## src/rtl/predicate_speculation_controller.sv

```systemverilog
// rtl/predicate_speculation_controller.sv - 2-bit predicate predictor with in-order speculation FIFO and flush control
module predicate_speculation_controller #(
    parameter int NUM_PREDICATES = 8,
    parameter int MAX_IN_FLIGHT  = 4,
    localparam int IW = $clog2(NUM_PREDICATES),
    localparam int CW = $clog2(MAX_IN_FLIGHT + 1)
) (
    input  logic          i_clock,
    input  logic          i_reset,
    input  logic          i_enable,
    input  logic          i_predict_request,
    input  logic [IW-1:0] i_predict_index,
    output logic          o_predict_grant,
    output logic          o_predicted_value,
    input  logic          i_resolve_valid,
    input  logic [IW-1:0] i_resolve_index,
    input  logic          i_resolve_value,
    output logic          o_mispredict,
    output logic [CW-1:0] o_flush_count,
    output logic [CW-1:0] o_in_flight,
    output logic          o_speculating
);

    localparam int PW = (MAX_IN_FLIGHT > 1) ? $clog2(MAX_IN_FLIGHT) : 1;

    localparam logic [1:0] ST_IDLE    = 2'd0;
    localparam logic [1:0] ST_SPEC    = 2'd1;
    localparam logic [1:0] ST_RECOVER = 2'd2;

    logic [1:0]    r_ctr      [NUM_PREDICATES];
    logic [IW-1:0] r_fifo_idx [MAX_IN_FLIGHT];
    logic          r_fifo_val [MAX_IN_FLIGHT];
    logic [PW-1:0] r_head;
    logic [PW-1:0] r_tail;
    logic [CW-1:0] r_in_flight;
    logic [CW-1:0] r_flush_count;
    logic [1:0]    r_state;

    logic          w_head_match;
    logic          w_mispredict_now;
    logic          w_pop;
    logic          w_grant;
    logic          w_predicted;
    logic [CW-1:0] w_next_count;

    function automatic logic [PW-1:0] f_ptr_inc(input logic [PW-1:0] p);
        return (p == PW'(MAX_IN_FLIGHT - 1)) ? '0 : p + PW'(1);
    endfunction

    assign w_predicted      = r_ctr[i_predict_index][1];
    assign w_head_match     = i_resolve_valid && i_enable && (r_in_flight != '0)
                              && (i_resolve_index == r_fifo_idx[r_head]);
    assign w_mispredict_now = w_head_match && (i_resolve_value != r_fifo_val[r_head]);
    assign w_pop            = w_head_match && !w_mispredict_now;
    // Full is judged on the registered count, so a pop never frees a slot for a same-cycle push
    assign w_grant          = i_enable && i_predict_request && (r_state != ST_RECOVER)
                              && (r_in_flight < CW'(MAX_IN_FLIGHT)) && !w_mispredict_now;
    assign w_next_count     = r_in_flight + CW'(w_grant) - CW'(w_pop);

    always_ff @(posedge i_clock) begin
        if (i_reset) begin
            for (int i = 0; i < NUM_PREDICATES; i++) begin
                r_ctr[i] <= 2'b01;
            end
            r_head        <= '0;
            r_tail        <= '0;
            r_in_flight   <= '0;
            r_flush_count <= '0;
            r_state       <= ST_IDLE;
        end else if (i_enable) begin
            // Training is independent of whether the resolve hits the FIFO head
            if (i_resolve_valid) begin
                if (i_resolve_value && r_ctr[i_resolve_index] != 2'b11) begin
                    r_ctr[i_resolve_index] <= r_ctr[i_resolve_index] + 2'b01;
                end else if (!i_resolve_value && r_ctr[i_resolve_index] != 2'b00) begin
                    r_ctr[i_resolve_index] <= r_ctr[i_resolve_index] - 2'b01;
                end
            end
            if (w_mispredict_now) begin
                r_head        <= '0;
                r_tail        <= '0;
                r_in_flight   <= '0;
                r_flush_count <= r_in_flight - CW'(1);
                r_state       <= ST_RECOVER;
            end else begin
                if (w_pop) begin
                    r_head <= f_ptr_inc(r_head);
                end
                if (w_grant) begin
                    r_tail <= f_ptr_inc(r_tail);
                end
                r_in_flight   <= w_next_count;
                r_flush_count <= '0;
                r_state       <= (w_next_count != '0) ? ST_SPEC : ST_IDLE;
            end
        end
    end

    always_ff @(posedge i_clock) begin
        if (!i_reset && w_grant) begin
            r_fifo_idx[r_tail] <= i_predict_index;
            r_fifo_val[r_tail] <= w_predicted;
        end
    end

    assign o_predict_grant   = w_grant;
    assign o_predicted_value = w_predicted;
    assign o_mispredict      = (r_state == ST_RECOVER);
    assign o_flush_count     = r_flush_count;
    assign o_in_flight       = r_in_flight;
    assign o_speculating     = (r_in_flight != '0);

endmodule

```

## config.mk

```make
export PLATFORM = sky130hd
export DESIGN_NAME = predicate_speculation_controller
export DESIGN_NICKNAME = d
export VERILOG_FILES = /design/src/rtl/predicate_speculation_controller.sv
export SDC_FILE = /design/constraint.sdc
export NUM_CORES = 1
export LEC_CHECK = 0
export BUFFER_PORTS_ARGS = -buffer_cell sky130_fd_sc_hd__buf_2
export CORE_MARGIN = 2
export CORE_UTILIZATION = 53
export DETAILED_ROUTE_END_ITERATION = 8
export GPL_ROUTABILITY_DRIVEN = 0
export HOLD_SLACK_MARGIN = 0.08
export PLACE_DENSITY = 0.75
export SYNTH_ARGS = -nofsm -noshare
export SYNTH_HDL_FRONTEND = slang
export SYNTH_SLANG_ARGS = --single-unit
```

## constraint.sdc

```tcl
create_clock -name i_clock -period 3.45 [get_ports i_clock]
set_clock_uncertainty 0.1 [all_clocks]
set_input_delay 0.1725 -clock i_clock [delete_from_list [all_inputs] [get_ports i_clock]]
set_output_delay 0.1725 -clock i_clock [all_outputs]
set_load 0.02 [all_outputs]
```

==> flow_metrics.env, run 1 <==
export IMPL_tightest_slew_ns=0.690
export IMPL_max_freq_ghz=0.287
export IMPL_port_buffers=21
export IMPL_multiInputGateArea_um2=1070
export IMPL_syn_to_final_growth_pct=14.2
export IMPL_p_sw_mw=0.282
export IMPL_power_density_nw_per_um2=399
export IMPL_final_max_slew_viol_count=0
export IMPL_path_max_fanout=4
export IMPL_cts_tree="built"
export IMPL_yosys_area_top_type="edfxtp_1"
export IMPL_grt_pass1_wl_um=7960
export IMPL_arrival_ns=3.57
export IMPL_stdcell_area_um2=2710
export IMPL_grt_max_degree=23
export IMPL_seq_area_um2=1240
export IMPL_antenna_cells=0
export IMPL_core_area_um2=4320
export IMPL_grt_usage_pct=20.3
export IMPL_ant_nets=0
export IMPL_cts_root_buf="clkbuf_8"
export IMPL_worstSetupStartpointType="register"
export IMPL_dpl_cell_count=264
export IMPL_path_delay_family="simple AND/OR/NAND/NOR gates"
export IMPL_swShare_pct=26.1
export IMPL_layout_cells_non_filler=275
export IMPL_cts_setup_buffers=0
export IMPL_io_pins=22
export IMPL_syn_nets=214
export IMPL_cp_slowest_cell="or4_4"
export IMPL_firstDrtPassIters=4
export IMPL_critPathBufInv=2
export IMPL_slew_headroom_pct=54.0
export IMPL_place_area_um2=2540
export IMPL_clock_path_buffers=2
export IMPL_synth_cell_types=41
export IMPL_crit_path_end_kind="register"
export IMPL_required_ns=3.54
export IMPL_yosysTopAreaCellShare_pct=40.5
export IMPL_drt_iter0_markers=102
export IMPL_yosys_top_cells_area="edfxtp_1 (40%), dfxtp_1 (12%), ha_1 (4.7%), mux4_1 (4.4%), a31o_2 (3.3%)"
export IMPL_clkPwrFrac_pct=31.3
export IMPL_avgRoutedWirePerCell_um=17.5
export IMPL_p_int_mw=0.799
export IMPL_status="finished, violations left"
export IMPL_synth_ff_type="edfxtp_1"
export IMPL_finalHoldViolCount=0
export IMPL_vias=1632
export IMPL_die_y_um=70.9
export IMPL_antenna_found_initial=0
export IMPL_p_leak_nw=0.978
export IMPL_ys_warn_count=0
export IMPL_gr_total_overflow=0
export IMPL_failed_checks="setup timing"
export IMPL_cts_htree_levels=2
export IMPL_hold_path_class="in -> reg"
export IMPL_period_needed_ns=3.49
export IMPL_initial_utilization_pct=54.9
export IMPL_hpwl_um=3400
export IMPL_synth_seq_cells=46
export IMPL_final_util_pct=62.7
export IMPL_pwr_share_comb_pct=12.6
export IMPL_fin_tns_setup_ns=-0.0372
export IMPL_fill_cells=359
export IMPL_power_mw=1.08
export IMPL_drv_cap=0
export IMPL_peakVddDrop_v=0.000165
export IMPL_final_nets=244
export IMPL_synth_edff_count=32
export IMPL_setup_violations=1
export IMPL_rsz0062_at_grt="yes"
export IMPL_route_detailed_drc=0
export IMPL_synth_seq_area_share_pct=52.3
export IMPL_wl_um=4810
export IMPL_setup_slack_ns=-0.0372
export IMPL_worst_setup_path_type="reg -> reg"
export IMPL_grt_pass1_vias=1656
export IMPL_finalHoldWorstSlack_ns=0.111
export IMPL_vias_per_cell=5.93
export IMPL_synthArstFlopShare_pct=0
export IMPL_seq_power_share_pct=56.1
export IMPL_critical_path_max_stage_delay_ns=0.53
export IMPL_synth_most_common_cell="edfxtp_1"
export IMPL_die_w_um=70.9
export IMPL_cts_sinks=46
export IMPL_cts_buffers=5
export IMPL_synth_area_um2=2370
export IMPL_clk_latency_ns=0.31
export IMPL_die_area_um2=5030
export IMPL_cts_clk_slew_worst_paths_ns=0.09
export IMPL_drive_above_1_share_pct=30.0
export IMPL_synthTopCellsByCount="edfxtp_1 (32), nand2_1 (20), dfxtp_1 (14), nor2_1 (13)"
export IMPL_rows=24
export IMPL_reg2regPathDepth=13
export IMPL_crit_path_cell_trace="mux4_2 > xor2_1 > or4_4 > and2b_2 > ha_4 > inv_2 > ha_4 > inv_2 > fa_2 > xnor2_2 > xnor2_2 > o32ai_2 > nor3_1"
export IMPL_post_synth_cell_area_avg_um2=12.4
export IMPL_dp_slack_ns=-0.128
export IMPL_min_path_cells=3
export IMPL_cp_depth=13
export IMPL_period_share_pct=101
export IMPL_synth_cells=192
[path summary, 6_finish.rpt]
kind	startpoint	endpoint	slack, ns
setup / recovery	register	r_state[0]	-0.04
hold / removal	i_enable	o_in_flight[2]	0.11
setup reg to reg	register	r_state[0]	-0.04
hold reg to reg	r_state[1]	r_state[1]	0.38
[worst min-delay path, stage by stage]
cell and delay (ns):
buf_2 0.17, nand3_1 0.09, o21ai_1 0.05
[power groups by stage]
stage,Clock [mW],Sequential (mW),Combinational [mW]
after detailed placement,0,0.619,0.126
after global routing,0.367,0.608,0.150
after global placement,0,0.619,0.125
final,0.338,0.607,0.137
after CTS,0.346,0.606,0.130
after floorplan,0,0.620,0.0886
[flip-flops by register name, summed over array words and instances, names as in the netlist, named ones only]
name	flops
r_fifo_idx	12
r_state	2
r_tail	2
o_in_flight	3
r_head	2
o_flush_count	3
r_ctr	16
r_fifo_val	4
[metal layers]
| metal | up-vias | part of all wire [%] | track usage (%) | routed length, µm |
|---|---|---|---|---|
| met4 | 0 | 1.9 | 6.50 | 90 |
| li1 | 792 | - | - | - |
| met1 | 783 | 46 | 29.4 | 2210 |
| met5 | - | 0 | 0 | 0 |
| met2 | 48 | 47 | 30.9 | 2260 |
| met3 | 9 | 5.1 | 4.27 | 247 |
[what timing repair did]
item,4_1_cts,5_1_grt
hold endpoints to repair,12,0
hold buffers,3,0
endpoints found under the setup margin,2,2
resized for setup,4,9
pin swaps,4,6
[area by class of cell]
| type | count | share of cell area (%) |
|---|---|---|
| Tap cell | 52 | 2.40 |
| Sequential cell | 46 | 45.9 |
| Timing Repair Buffer | 33 | 7.48 |
| Multi-Input combinational cell | 127 | 39.5 |
| Clock buffer | 5 | 2.54 |
| Inverter | 9 | 1.25 |
| Clock inverter | 3 | 0.923 |
[layout by cell type, fill, tap and decap left out, types with 2 or more instances in the layout]
cell type	instances
dlygate4sd3_1	3
mux2i_1	5
ha_4	2
a32o_1	2
buf_4	9
nand3_1	3
xnor2_2	2
a211oi_1	2
nor2_1	13
dfxtp_1	13
nor4b_1	4
clkbuf_8	5
buf_2	21
mux4_1	2
a2111oi_0	6
a21oi_1	4
xnor2_1	2
nand3b_1	3
o22ai_1	2
nor2b_1	2
inv_2	2
nor3_1	7
or3_1	2
a31o_2	9
edfxtp_1	32
nand2b_1	2
ha_1	7
nand2_1	20
mux4_2	5
xor2_1	4
o21ai_0	2
a22o_1	2
inv_1	7
[cell families after synthesis]
logic type	after synthesis	synth area share (%)
fa+ha+maj	10	5.58
flops	46	52.3
compound gates	33	10.9
buf+inv	19	4.43
simple gates	63	14.0
xor+xnor	8	2.95
mux	13	9.85
(Power assumes the default switching activity.)
==> inputs of run 2 (changes only) <==
--- a/config.mk
+++ b/config.mk
@@ -5,12 +5,15 @@
 export SDC_FILE = /design/constraint.sdc
 export NUM_CORES = 1
 export LEC_CHECK = 0
+export ABC_CLOCK_PERIOD_IN_PS = 3450
 export BUFFER_PORTS_ARGS = -buffer_cell sky130_fd_sc_hd__buf_2
 export CORE_MARGIN = 2
 export CORE_UTILIZATION = 53
+export CTS_CLUSTER_SIZE = 28
 export DETAILED_ROUTE_END_ITERATION = 8
 export GPL_ROUTABILITY_DRIVEN = 0
 export HOLD_SLACK_MARGIN = 0.08
+export MAX_ROUTING_LAYER = met4
 export PLACE_DENSITY = 0.75
 export SYNTH_ARGS = -nofsm -noshare
 export SYNTH_HDL_FRONTEND = slang
==> run 2 against run 1 <==
Effect of this change: the flow still finishes with violations (setup timing); setup slack got worse by 0.0030 ns; non-clock buffer count stayed put; die area stayed put; utilization is the same; clock-buffer cell count unchanged; global-route usage grew 0.53 points; sequential power about the same; cell area unchanged; critical path type unchanged.
==> flow_metrics.env, run 2 (synthesis results as in run 1) <==
export IMPL_antenna_cells=0
export IMPL_fill_cells=359
export IMPL_antenna_found_initial=0
export IMPL_crit_path_cell_trace="mux4_2 > xor2_1 > or4_4 > and2b_2 > ha_4 > inv_2 > ha_4 > inv_2 > fa_2 > xnor2_2 > xnor2_2 > o32ai_2 > nor3_1"
export IMPL_slew_headroom_pct=54.9
export IMPL_drive_above_1_share_pct=30.0
export IMPL_final_cell_mix="edfxtp_1 (32), buf_2 (21), nand2_1 (20)"
export IMPL_finalHoldWorstSlack_ns=0.108
export IMPL_crit_path_end_kind="register"
export IMPL_cts_sinks=46
export IMPL_grt_pass1_wl_um=7940
export IMPL_cp_slowest_cell="or4_4"
export IMPL_avgRoutedWirePerCell_um=17.5
export IMPL_core_area_um2=4320
export IMPL_status="finished, violations left"
export IMPL_port_buffers=21
export IMPL_cts_htree_levels=2
export IMPL_dp_slack_ns=-0.128
export IMPL_failed_checks="setup timing"
export IMPL_cts_tree="built"
export IMPL_period_needed_ns=3.49
export IMPL_cts_setup_buffers=0
export IMPL_clk_latency_ns=0.31
export IMPL_finalHoldViolCount=0
export IMPL_cts_root_buf="clkbuf_8"
export IMPL_vias_per_cell=5.99
export IMPL_initial_utilization_pct=54.9
export IMPL_hold_path_class="in -> reg"
export IMPL_peakVddDrop_v=0.000167
export IMPL_route_detailed_drc=0
export IMPL_rows=24
export IMPL_die_w_um=70.9
export IMPL_layout_commonest_cell="edfxtp_1"
export IMPL_worst_setup_path_type="reg -> reg"
export IMPL_die_area_um2=5030
export IMPL_power_density_nw_per_um2=399
export IMPL_ant_nets=0
export IMPL_final_nets=244
export IMPL_rsz0062_at_grt="yes"
export IMPL_period_share_pct=101
export IMPL_grt_usage_pct=20.9
export IMPL_worstHoldStart="i_enable"
export IMPL_tightest_slew_ns=0.676
export IMPL_arrival_ns=3.58
export IMPL_hpwl_um=3400
export IMPL_worstSetupStartpointType="register"
export IMPL_die_y_um=70.9
export IMPL_vias=1647
export IMPL_seq_area_um2=1240
export IMPL_max_freq_ghz=0.287
export IMPL_io_pins=22
export IMPL_drt_iter0_markers=115
export IMPL_syn_to_final_growth_pct=14.2
export IMPL_multiInputGateArea_um2=1070
export IMPL_setup_violations=1
export IMPL_grt_pass1_vias=1646
export IMPL_required_ns=3.54
export IMPL_final_max_slew_viol_count=0
export IMPL_regMostFlops="r_ctr"
export IMPL_setup_slack_ns=-0.0403
export IMPL_critical_path_max_stage_delay_ns=0.53
export IMPL_cts_buffers=5
export IMPL_grt_max_degree=23
export IMPL_path_max_fanout=4
export IMPL_wl_um=4810
export IMPL_p_leak_nw=0.978
export IMPL_drv_cap=0
export IMPL_firstDrtPassIters=4
export IMPL_clock_path_buffers=2
export IMPL_gr_total_overflow=0
export IMPL_power_mw=1.08
export IMPL_cts_clk_slew_worst_paths_ns=0.09
export IMPL_reg_top3="r_ctr x16, r_fifo_idx x12, r_fifo_val x4"
export IMPL_largest_reg_flops=16
run 2: what timing repair did:
item                                   in CTS  in global routing
endpoints found under the hold margin      12                  0
setup endpoints to repair                   2                  2
hold buffers                                3                  0
pin swaps                                   4                  6
gates resized for setup                     4                  9
run 2: worst max-delay path: cells and delay by family (launching register included):
| family | cells | cell delay [ns] |
|---|---|---|
| AO/OA/AOI/OAI | 1 | 0.27 |
| XOR/XNOR | 3 | 0.48 |
| adder cells (fa/ha/maj) | 3 | 0.69 |
| buffers and inverters | 2 | 0.09 |
| flip-flops | 1 | 0.39 |
| multiplexers | 1 | 0.51 |
| AND/OR/NAND/NOR | 3 | 0.86 |
run 2: path summary, 6_finish.rpt:
path	end	slack (ns)	depth (start not counted)
worst max-delay path	r_state[0]	-0.04	13
worst min-delay path	o_in_flight[2]	0.11	3
worst min register to register	r_state[1]	0.38	1
worst max register to register	r_state[0]	-0.04	13
run 2: area by class of cell:
class	instances	share of cell area, %
Clock buffer	5	2.54
Clock inverter	3	0.923
Inverter	9	1.25
Multi-Input combinational cell	127	39.5
Sequential cell	46	45.9
Tap cell	52	2.40
Timing Repair Buffer	33	7.48
run 2: routing by layer:
| metal | vias up | GRT usage (%) | share of wire (%) |
|---|---|---|---|
| met5 | - | - | 0 |
| met4 | 0 | 7.76 | 1.7 |
| met3 | 9 | 2.99 | 6.0 |
| met2 | 59 | 30.7 | 47 |
| met1 | 790 | 29.6 | 45 |
| li1 | 789 | - | - |
run 2: where the power goes:
part | leakage, nW | internal [mW] | switching [mW]
Sequential | 0.398 | 0.600 | 0.00682
Clock | 0.0447 | 0.146 | 0.192
Combinational | 0.535 | 0.0535 | 0.0831
Total | 0.978 | 0.799 | 0.282
run 2: stage by stage:
step	util (%)	area, µm²	instances	TNS, ns
2_1_floorplan	-	2380	192	0
3_3_place_gp	58.8	2540	264	-0.0316
3_5_place_dp	58.8	2540	264	-0.157
4_1_cts	61.6	2660	275	0
5_1_grt	62.7	2710	275	-0.201
6_report	62.7	2710	275	-0.0403
==> inputs of run 3 (changes only) <==
--- a/config.mk
+++ b/config.mk
@@ -7,14 +7,16 @@
 export LEC_CHECK = 0
 export ABC_CLOCK_PERIOD_IN_PS = 3450
 export BUFFER_PORTS_ARGS = -buffer_cell sky130_fd_sc_hd__buf_2
+export CELL_PAD_IN_SITES_DETAIL_PLACEMENT = 1
+export CELL_PAD_IN_SITES_GLOBAL_PLACEMENT = 1
 export CORE_MARGIN = 2
-export CORE_UTILIZATION = 53
+export CORE_UTILIZATION = 43
 export CTS_CLUSTER_SIZE = 28
 export DETAILED_ROUTE_END_ITERATION = 8
 export GPL_ROUTABILITY_DRIVEN = 0
 export HOLD_SLACK_MARGIN = 0.08
 export MAX_ROUTING_LAYER = met4
-export PLACE_DENSITY = 0.75
+export PLACE_DENSITY_LB_ADDON = 0.1
 export SYNTH_ARGS = -nofsm -noshare
 export SYNTH_HDL_FRONTEND = slang
 export SYNTH_SLANG_ARGS = --single-unit
==> run 3 against run 2 <==
Effect of this change: the run now ends clean; flip-flop and latch count did not move; global-route usage is 0.56 points higher; via count up 0.91%; cell area is 0.69% higher; register-to-register slack gained 0.07 ns; hold slack better by 0.015 ns; cell count rose by 7.6%; critical path depth is the same; clock-buffer cell count up 3; setup slack improved by 0.070 ns; routed wire length rose by 23%.
==> flow_metrics.env, run 3 (synthesis results as in run 1) <==
export IMPL_die_area_um2=6130
export IMPL_avgRoutedWirePerCell_um=20.0
export IMPL_crit_path_cell_trace="mux4_2 > xor2_1 > or4_4 > and2b_2 > ha_4 > inv_2 > ha_4 > inv_2 > fa_2 > xnor2_2 > xnor2_2 > o32ai_2 > nor3_1"
export IMPL_rr_endpoint="r_state[0]"
export IMPL_initial_utilization_pct=43.9
export IMPL_gr_total_overflow=0
export IMPL_regMostFlops="r_ctr"
export IMPL_worstHoldStart="i_enable"
export IMPL_cp_slowest_cell="or4_4"
export IMPL_grt_pass1_vias=1762
export IMPL_clk_latency_ns=0.30
export IMPL_period_needed_ns=3.42
export IMPL_cts_htree_levels=2
export IMPL_port_buffers=21
export IMPL_path_max_fanout=4
export IMPL_cts_setup_buffers=0
export IMPL_drt_iter0_markers=73
export IMPL_final_max_slew_viol_count=0
export IMPL_final_nets=245
export IMPL_slew_headroom_pct=48.6
export IMPL_core_area_um2=5410
export IMPL_power_density_nw_per_um2=394
export IMPL_cts_root_buf="clkbuf_8"
export IMPL_p_leak_nw=0.977
export IMPL_vias_per_cell=5.61
export IMPL_grt_pass1_wl_um=9630
export IMPL_cp_depth=13
export IMPL_die_y_um=78.3
export IMPL_syn_to_final_growth_pct=15.0
export IMPL_final_util_pct=50.5
export IMPL_finalHoldWorstSlack_ns=0.124
export IMPL_worstSetupStartpointType="register"
export IMPL_path_delay_family="simple AND/OR/NAND/NOR gates"
export IMPL_period_share_pct=99.1
export IMPL_hpwl_um=4350
export IMPL_firstDrtPassIters=4
export IMPL_peakVddDrop_v=0.000143
export IMPL_worst_setup_path_type="reg -> reg"
export IMPL_layout_commonest_cell="edfxtp_1"
export IMPL_cts_sinks=46
export IMPL_route_detailed_drc=0
export IMPL_largest_reg_flops=16
export IMPL_vias=1662
export IMPL_rows=27
export IMPL_cts_buffers=5
export IMPL_whs_endpoint="o_in_flight[1]"
export IMPL_r2r_slack_ns=0.03
export IMPL_required_ns=3.52
export IMPL_finalHoldViolCount=0
export IMPL_drive_above_1_share_pct=29.0
export IMPL_critical_path_max_stage_delay_ns=0.55
export IMPL_wl_um=5910
export IMPL_grt_usage_pct=21.4
export IMPL_min_path_cells=3
export IMPL_antenna_cells=0
export IMPL_critPathBufInv=2
export IMPL_cts_clk_slew_worst_paths_ns=0.08
export IMPL_tightest_slew_ns=0.771
export IMPL_drv_cap=0
export IMPL_reg2regPathDepth=13
export IMPL_ant_nets=0
export IMPL_layout_cells_non_filler=296
export IMPL_max_freq_ghz=0.292
export IMPL_final_cell_mix="edfxtp_1 (32), buf_2 (21), nand2_1 (20)"
export IMPL_cts_tree="built"
export IMPL_die_w_um=78.3
export IMPL_status="complete, no violations"
export IMPL_antenna_found_initial=0
export IMPL_grt_max_degree=23
export IMPL_reg_top3="r_ctr x16, r_fifo_idx x12, r_fifo_val x4"
export IMPL_hold_path_class="in -> reg"
export IMPL_crit_path_end_kind="register"
export IMPL_io_pins=22
export IMPL_setup_violations=0
export IMPL_clock_path_buffers=2
export IMPL_rsz0062_at_grt="yes"
export IMPL_arrival_ns=3.49
export IMPL_dpl_cell_count=285
==> run 3: cell count changes in the layout (fill, tap and decap cells not counted) <==
cell / previous run / this run
buf_4: 9 / 10
clkinvlp_4: 1 / 0
clkbuf_1: 0 / 3
inv_6: 1 / 0
clkinv_4: 1 / 0
==> run 3: power breakdown <==
group          internal [mW]  switching (mW)
registers              0.600         0.00683
logic                 0.0534          0.0888
clock network          0.145           0.181
total                  0.798           0.277
==> run 3: layout make-up <==
type	count	area, µm²
repair buffers	34	210
well taps	72	90.1
inverters	9	33.8
fillers	574	2680
multi-input cells	127	1070
clock buffers	8	80.1
flip-flops and latches	46	1240
==> run 3: how the worst max path moves through the flow <==
stage | startpoint | end
2_1_floorplan | register | r_state[0]
6_report | register | r_state[0]
5_1_grt | register | r_state[0]
3_3_place_gp | register | r_state[0]
4_1_cts | register | r_state[0]
3_5_place_dp | register | r_state[0]
==> run 3: timing repair <==
action,4_1_cts,5_1_grt
endpoints found under the setup margin,2,2
pin swaps,4,3
resized for setup,6,7
endpoints found under the hold margin,12,0
hold buffers,3,0
==> run 3: stage by stage <==
stage | power (mW) | cell area, µm² | setup TNS, ns | setup slack, ns
finish | 1.07 | 2730 | 0 | 0.0300
CTS | 1.08 | 2700 | -0.0613 | -0.0613
detailed placement | 0.753 | 2570 | -0.159 | -0.128
floorplan | 0.708 | 2380 | 0 | 0.00503
global placement | 0.747 | 2570 | -0.0371 | -0.0371
global route | 1.12 | 2730 | -0.0822 | -0.0650
==> run 3: worst reg2reg max path, stage by stage, from the launching register on <==
cell	delay, ns
dfxtp_4	0.38
mux4_2	0.51
xor2_1	0.16
or4_4	0.55
and2b_2	0.26
ha_4	0.20
inv_2	0.06
ha_4	0.12
inv_2	0.03
fa_2	0.34
xnor2_2	0.16
xnor2_2	0.16
o32ai_2	0.20
nor3_1	0.08
==> run 3: layer usage <==
| layer | vias to the layer above | part of all wire, % | GRT usage [%] |
|---|---|---|---|
| met2 | 14 | 52 | 36.1 |
| met4 | 0 | 1.1 | 5.79 |
| li1 | 794 | - | - |
| met3 | 5 | 1.5 | 3.10 |
| met5 | - | 0 | - |
| met1 | 849 | 45 | 27.3 |
